--- config.mk ---
export PLATFORM = sky130hd
export DESIGN_NAME = alu_seq
export DESIGN_NICKNAME = d
export VERILOG_FILES = /design/src/rtl/alu_seq.sv
export SDC_FILE = /design/constraint.sdc
export NUM_CORES = 1
export LEC_CHECK = 0
export BUFFER_PORTS_ARGS = -buffer_cell sky130_fd_sc_hd__clkbuf_2
export CORE_ASPECT_RATIO = 1.4
export CORE_MARGIN = 1
export CORE_UTILIZATION = 23
export CTS_CLUSTER_DIAMETER = 80
export DETAILED_ROUTE_END_ITERATION = 8
export PLACE_DENSITY = 0.44
export SYNTH_ARGS = -nofsm -noshare
export SYNTH_HDL_FRONTEND = slang
export SYNTH_SLANG_ARGS = --single-unit
--- constraint.sdc ---
create_clock -name clk_i -period 5.1 [get_ports clk_i]
set_clock_uncertainty 0.1 [all_clocks]
set_input_delay 0.255 -clock clk_i [delete_from_list [all_inputs] [get_ports clk_i]]
set_output_delay 0.255 -clock clk_i [all_outputs]
set_load 0.005 [all_outputs]
--- src/rtl/alu_seq.sv ---
// alu_seq: handshaked RV32I integer ALU with an iterative barrel shifter
module alu_seq #(
  parameter int WIDTH      = 32,
  parameter int SHIFT_STEP = 1
) (
  input  logic             clk_i,
  input  logic             rst_i,
  input  logic             valid_i,
  output logic             ready_o,
  input  logic [WIDTH-1:0] operand_1_i,
  input  logic [WIDTH-1:0] operand_2_i,
  input  logic [2:0]       funct3_i,
  input  logic [6:0]       funct7_i,
  output logic             valid_o,
  input  logic             ready_i,
  output logic [WIDTH-1:0] result_o
);
  localparam int CW = $clog2(WIDTH);
  localparam logic [CW:0] STEP = (CW+1)'(SHIFT_STEP);
  typedef enum logic [1:0] {IDLE, SHIFT, DONE} state_t;
  state_t state_q, state_d;
  logic [WIDTH-1:0] res_q, res_d, alu, shifted;
  logic signed [WIDTH-1:0] sra_v;
  logic [CW-1:0] rem_q, rem_d, shamt;
  logic [CW:0] amt;
  logic left_q, left_d, arith_q, arith_d, accept, last, is_shift, unused_f7;
  assign unused_f7 = ^{funct7_i[6], funct7_i[4:0]};
  assign ready_o = (state_q == IDLE) || (state_q == DONE && ready_i);
  assign valid_o = (state_q == DONE);
  assign result_o = res_q;
  assign accept = valid_i && ready_o;
  assign shamt = operand_2_i[CW-1:0];
  assign is_shift = (funct3_i == 3'b001) || (funct3_i == 3'b101);
  // single-cycle result for the accepted op; a shift by zero passes operand_1 through
  always_comb begin
    alu = '0;
    case (funct3_i)
      3'b000: alu = funct7_i[5] ? operand_1_i + ~operand_2_i + WIDTH'(1) : operand_1_i + operand_2_i;
      3'b010: alu = WIDTH'($signed(operand_1_i) < $signed(operand_2_i));
      3'b011: alu = WIDTH'(operand_1_i < operand_2_i);
      3'b100: alu = operand_1_i ^ operand_2_i;
      3'b110: alu = operand_1_i | operand_2_i;
      3'b111: alu = operand_1_i & operand_2_i;
      default: alu = operand_1_i;
    endcase
  end
  // one shifter step of at most SHIFT_STEP bits; arithmetic shift keeps the original sign in the MSB
  always_comb begin
    last = {1'b0, rem_q} <= STEP;
    amt = last ? {1'b0, rem_q} : STEP;
    sra_v = $signed(res_q) >>> amt;
    shifted = left_q ? res_q << amt : arith_q ? sra_v : res_q >> amt;
  end
  // next-state: accept has priority, otherwise retire the result or advance the shift
  always_comb begin
    state_d = state_q;
    res_d = res_q;
    rem_d = rem_q;
    left_d = left_q;
    arith_d = arith_q;
    if (accept) begin
      state_d = (is_shift && shamt != '0) ? SHIFT : DONE;
      res_d = (is_shift && shamt != '0) ? operand_1_i : alu;
      rem_d = is_shift ? shamt : '0;
      left_d = funct3_i == 3'b001;
      arith_d = funct7_i[5];
    end else if (state_q == DONE && ready_i) begin
      state_d = IDLE;
    end else if (state_q == SHIFT) begin
      res_d = shifted;
      rem_d = rem_q - amt[CW-1:0];
      state_d = last ? DONE : SHIFT;
    end
  end
  // state and datapath registers
  always_ff @(posedge clk_i) begin
    if (rst_i) begin
      state_q <= IDLE;
      res_q <= '0;
      rem_q <= '0;
      left_q <= 1'b0;
      arith_q <= 1'b0;
    end else begin
      state_q <= state_d;
      res_q <= res_d;
      rem_q <= rem_d;
      left_q <= left_d;
      arith_q <= arith_d;
    end
  end
endmodule

==> results of run 1 <==
critical path: stages:
cell      delay (ps)
clkbuf_2         140
inv_1             70
ha_1             230
fa_1             410
o21bai_1         210
a211oi_1         160
nor3_1           530
nor3_1           170
o41ai_2          640
nand4_1          200
a211o_1          300
nand3_1           90
flip-flops by register name, summed over array words and instances, names as in the netlist:
signal / flops
result_o: 32
left_q: 1
state_q: 2
rem_q: 5
arith_q: 1
layout make-up:
class                           instances  area share
Clock buffer                            5      0.0141
Clock inverter                          2     0.00396
Inverter                              105      0.0448
Multi-Input combinational cell        926       0.706
Sequential cell                        41      0.0929
Tap cell                              445      0.0630
Timing Repair Buffer                  124      0.0755
per-layer routing:
metal / vias to the layer above / track usage / routed length (um)
met1: 4186 / 0.238 / 14400
met3: 81 / 0.0234 / 1450
li1: 4306 / - / -
met4: 0 / 0.0858 / 1550
met2: 278 / 0.345 / 16700
met5: - / 0 / 0
where the power goes:
group / internal, mW / switching, mW
clock: 0.228 / 0.143
sequential: 0.353 / 0.0486
combinational: 0.309 / 0.548
total: 0.889 / 0.740
worst min-delay path by stage:
stage,start,to,cells past startpoint
2_1_floorplan,operand_2_i[3],rem_q[3],2
3_3_place_gp,arith_q,arith_q,2
3_5_place_dp,arith_q,arith_q,2
4_1_cts,operand_2_i[3],rem_q[3],3
5_1_grt,operand_2_i[3],rem_q[3],3
6_report,operand_2_i[3],rem_q[3],3
synthesized netlist by cell type (all sizes together) (6+ instances only):
cell type,number
a211oi,33
and3,6
nand2b,14
nor2b,15
o31ai,14
a221oi,7
nor4,14
or4,6
a211o,6
o211ai,25
o21a,9
inv,103
dfxtp,41
o31a,6
o221ai,7
a31oi,14
clkbuf,52
nand4,9
mux2i,37
buf,30
a21o,14
o21ai,66
nor3,39
nand2,83
o21bai,6
ha,97
o22ai,20
a21oi,130
nor2,111
or3,7
nand3,34
a311oi,9
xnor2,16
metrics by stage:
step | area [um2] | std cells | total power [mW] | hold WS [ps]
after floorplan | 7780 | 1154 | 0.951 | 303
after global placement | 8680 | 1641 | 1.26 | 369
after detailed placement | 8680 | 1641 | 1.25 | 386
after CTS | 8840 | 1648 | 1.63 | 143
after global routing | 8840 | 1648 | 1.74 | 156
final | 8840 | 1648 | 1.63 | 143
kinds of logic (layout without fill, tap and decap cells):
kind of cell / count (synthesis) / after routing / share of synthesized area
AO/OA/AOI/OAI: 413 / 413 / 0.350
XOR/XNOR: 18 / 18 / 0.0203
adder cells (fa/ha/maj): 99 / 99 / 0.161
buffers and inverters: 187 / 236 / 0.0936
flip-flops: 41 / 41 / 0.106
multiplexers: 42 / 42 / 0.0548
AND/OR/NAND/NOR: 354 / 354 / 0.214
==> results.toml, run 1 <==
[yosys]
synth.distinct_cells = 78
ys_seq_area_frac = 0.106
synth_top_area_frac = 0.156
synth.area.top_cells = "ha_1 (16%), dfxtp_1 (11%), a21oi_1 (8.2%)"
async_flop_share = 0
synth_edf_count = 0
syn-instance-count = 1154
synth_area_mm2 = 0.00778
synth_top_area_cell = "ha_1"
ys_ff_latch = 41
synth.avg_cell_area_um2 = 6.74
synth-main-ff-cell = "dfxtp_1"
yosys_warnings = 0
synth_nets = 1331

[setup_path]
startpoint = "operand_1_i[0]"
crit_fanout = 5
start_kind = "input pin"
r2r_setup_slack_ps = 2130
timing.rr.end = "result_o[24]"
r2r_start = "state_q[0]"
cp-endpoint = "result_o[28]"
worst-endpoint-required_ps = 5230
path_class = "in2reg"
cp.arrival_ps = 3420
crit_path_end_kind = "register"
reg2reg_depth = 8

[final_layout]
fin_util = 0.266
finalNetCount = 1380
syn2layout_area_growth_pct = 13.7
layout_commonest_cell = "a21oi_1"
antennaDiodeCount = 0
mostFrequentLayoutCells = "a21oi_1 (127), nor2_1 (111), clkbuf_2 (105)"
multi_input_area_mm2 = 0.00624
fill_cells = 3802
seqCellArea_um2 = 822
drive_gt1_frac = 0.128

[routing]
drt_pass1_iterations = 5
routed_via_density = 5.37
wl_per_cell_um = 20.7
dr.first_iter.drc_count = 586
drcViolationCount = 0
vias = 8851
ant_nets = 0
routed_wl_um = 34100

[floorplan]
die_w_um = 157
coreArea_mm2 = 0.0333
rows = 79
die_y_um = 220
start_util = 0.234
die_area_mm2 = 0.0346
ios = 112

[cts]
insertion_delay_ps = 290
clk_pin_slew_ps = 70
clk_path_buf_depth = 2
ctsHoldBuffers = 0
cts_sinks = 41
cts_root_buf = "clkbuf_16"
cts_resized = 0
cts_setup_buffers = 0
htree_levels = 2
numCtsBuffers = 5
tritoncts = "done"

[timing]
fin_tns_setup_ps = 0
report.final.slew_viol_count = 0
post-route-period-util = 0.645
worst_slack_ps = 1810
maxSlewHeadroom = 0.340
post-route-min-period_ps = 3290
rsz0062_at_grt = "false"
tightest_slew_ps = 989
fmax_mhz = 304
final-setup-viol-count = 0
finalHoldViolCount = 0

[global_route]
overflow = 0
track_usage = 0.197
grt_pass1_vias = 8709
grt_max_degree = 46
grt_pass1_wl_um = 51900
antenna_found_initial = 0

[place]
port_buffers = 105
globalplace.congestion = 0.926
dp_hpwl_um = 26800
dp_slack_ps = 1540

[power_and_ir_drop]
p_leak_nw = 3.70
peakVddDrop_mv = 0.115
power_density_mw_per_mm2 = 184

[hold_path]
hold_path.class = "in2reg"

[run]
drv_cap = 0

[status]
status = "finished, final reports clean"
Note: power is estimated with default switching activity, not from simulation.
==> run 2, diff against run 1 <==
PLACE_DENSITY = 0.45   (was 0.44)
clock period = 2.95 ns   (was 5.1 ns; I/O delays follow)
==> run 2 against run 1 <==
Design area increased by 14%. Sequential cell count unchanged. Sequential power increased by 74%. Highest routed layer is now met5.
==> results.toml, run 2 (synthesis results as in run 1) <==
[status]
status = "finished, final reports clean"

[power_and_ir_drop]
p_leak_nw = 4.49
power_density_mw_per_mm2 = 301
peakVddDrop_mv = 0.213

[setup_path]
path_buf_inv = 4
start_kind = "input pin"
cp_common_cell = "a21oi_1"
path_class = "in2reg"
r2r_setup_slack_ps = 510
cp.arrival_ps = 2960
crit_path_end_kind = "register"
slowest_stage = "ha_1"
cp_num_cells = 12
crit_fanout = 6
worst-endpoint-required_ps = 3040
max_stage_delay_ps = 400
reg2reg_depth = 8
critPathTopFamily = "compound AO/OA/AOI/OAI gates"
cp_cell_sequence = "clkbuf_2, inv_1, ha_1, clkinv_1, a21oi_1, a21oi_1, o211ai_1, buf_4, nand2_1, a21oi_1, mux2_2, o21ai_1"

[routing]
vias = 9598
wl_met3_um = 1840
ant_nets = 0
route.met2.wl_um = 18300
routed_via_density = 5.30
wl_per_cell_um = 20.4
drt_pass1_iterations = 5
highest_layer = "met5"
wirelength_met1_um = 15300
routed_wl_um = 36900
dr.first_iter.drc_count = 669
drcViolationCount = 0

[place]
port_buffers = 105
dp_slack_ps = -265
globalplace.congestion = 0.944
dp_hpwl_um = 29700

[floorplan]
die_area_mm2 = 0.0346
die_y_um = 220
die_w_um = 157
start_util = 0.234
ios = 112
rows = 79
coreArea_mm2 = 0.0333

[final_layout]
largest_reg_flops = 32
multi_input_area_mm2 = 0.00626
antennaDiodeCount = 0
fill_cells = 3703
syn2layout_area_growth_pct = 29.7
layout_commonest_cell = "buf_4"
drive_gt1_frac = 0.234
finalNetCount = 1543
seqCellArea_um2 = 822
fin_util = 0.303
mostFrequentLayoutCells = "buf_4 (180), a21oi_1 (127), nor2_1 (111)"

[timing]
post-route-period-util = 0.975
finalHoldViolCount = 0
worst_slack_ps = 73.3
tightest_slew_ps = 753
report.final.slew_viol_count = 0
fmax_mhz = 348
rsz0062_at_grt = "false"
maxSlewHeadroom = 0.485
post-route-min-period_ps = 2880
final-setup-viol-count = 0

[cts]
clk_pin_slew_ps = 60
cts_root_buf = "clkbuf_16"
tritoncts = "done"
htree_levels = 2
numCtsBuffers = 5
insertion_delay_ps = 290
cts_sinks = 41
clk_path_buf_depth = 2
ctsHoldBuffers = 0

[global_route]
grt_max_degree = 41
antenna_found_initial = 1
track_usage = 0.212
overflow = 0
grt_pass1_vias = 9471
grt_pass1_wl_um = 56100

[run]
drv_cap = 0

[hold_path]
hold_path.class = "in2reg"
min_path_cells = 3
## run 2: final cells by class
| type | count | area share |
|---|---|---|
| timing repair buffer | 287 | 0.190 |
| inverter | 105 | 0.0393 |
| multi-input combinational | 926 | 0.620 |
| clock buffer | 7 | 0.0141 |
| sequential | 41 | 0.0814 |
| tap | 445 | 0.0552 |
## run 2: routing by layer
metal | global-route usage | up-vias
li1 | - | 4619
met1 | 0.255 | 4576
met2 | 0.383 | 328
met3 | 0.0205 | 73
met4 | 0.0851 | 2
met5 | 0 | -
## run 2: worst paths after layout
kind                                       from            to
worst max-delay path            operand_1_i[10]  result_o[21]
worst min-delay path                    valid_i    state_q[1]
worst max register to register         rem_q[2]  result_o[21]
worst min register to register          arith_q       arith_q
## run 2: tightest hold or removal path: stages
cell      delay, ps
clkbuf_2        100
a311oi_1         90
nor2_1           80
## run 2: power breakdown
group	internal, mW	total [mW]	leakage [nW]	switching [mW]
combinational	0.743	1.77	4.08	1.02
sequential	0.610	0.698	0.338	0.0887
clock	0.333	0.574	0.0700	0.241
total	1.69	3.04	4.49	1.35
## run 2: repair_timing
action | CTS | global route
gates resized for setup | 0 | 5
hold endpoints to repair | 0 | 0
endpoints found under the setup margin | 0 | 4
buffers inserted | 0 | 1
## run 2: per-stage QoR
step / instances / TNS, ps / hold slack (ps) / total power [mW] / cell area, um2
after global placement: 1803 / -695 / 338 / 2.45 / 9930
after detailed placement: 1803 / -964 / 361 / 2.45 / 9930
after global routing: 1811 / 0 / 72.5 / 3.23 / 10100
after floorplan: 1154 / 0 / 195 / 1.64 / 7780
after CTS: 1810 / 0 / 60.5 / 3.02 / 10100
final: 1811 / 0 / 61.1 / 3.04 / 10100
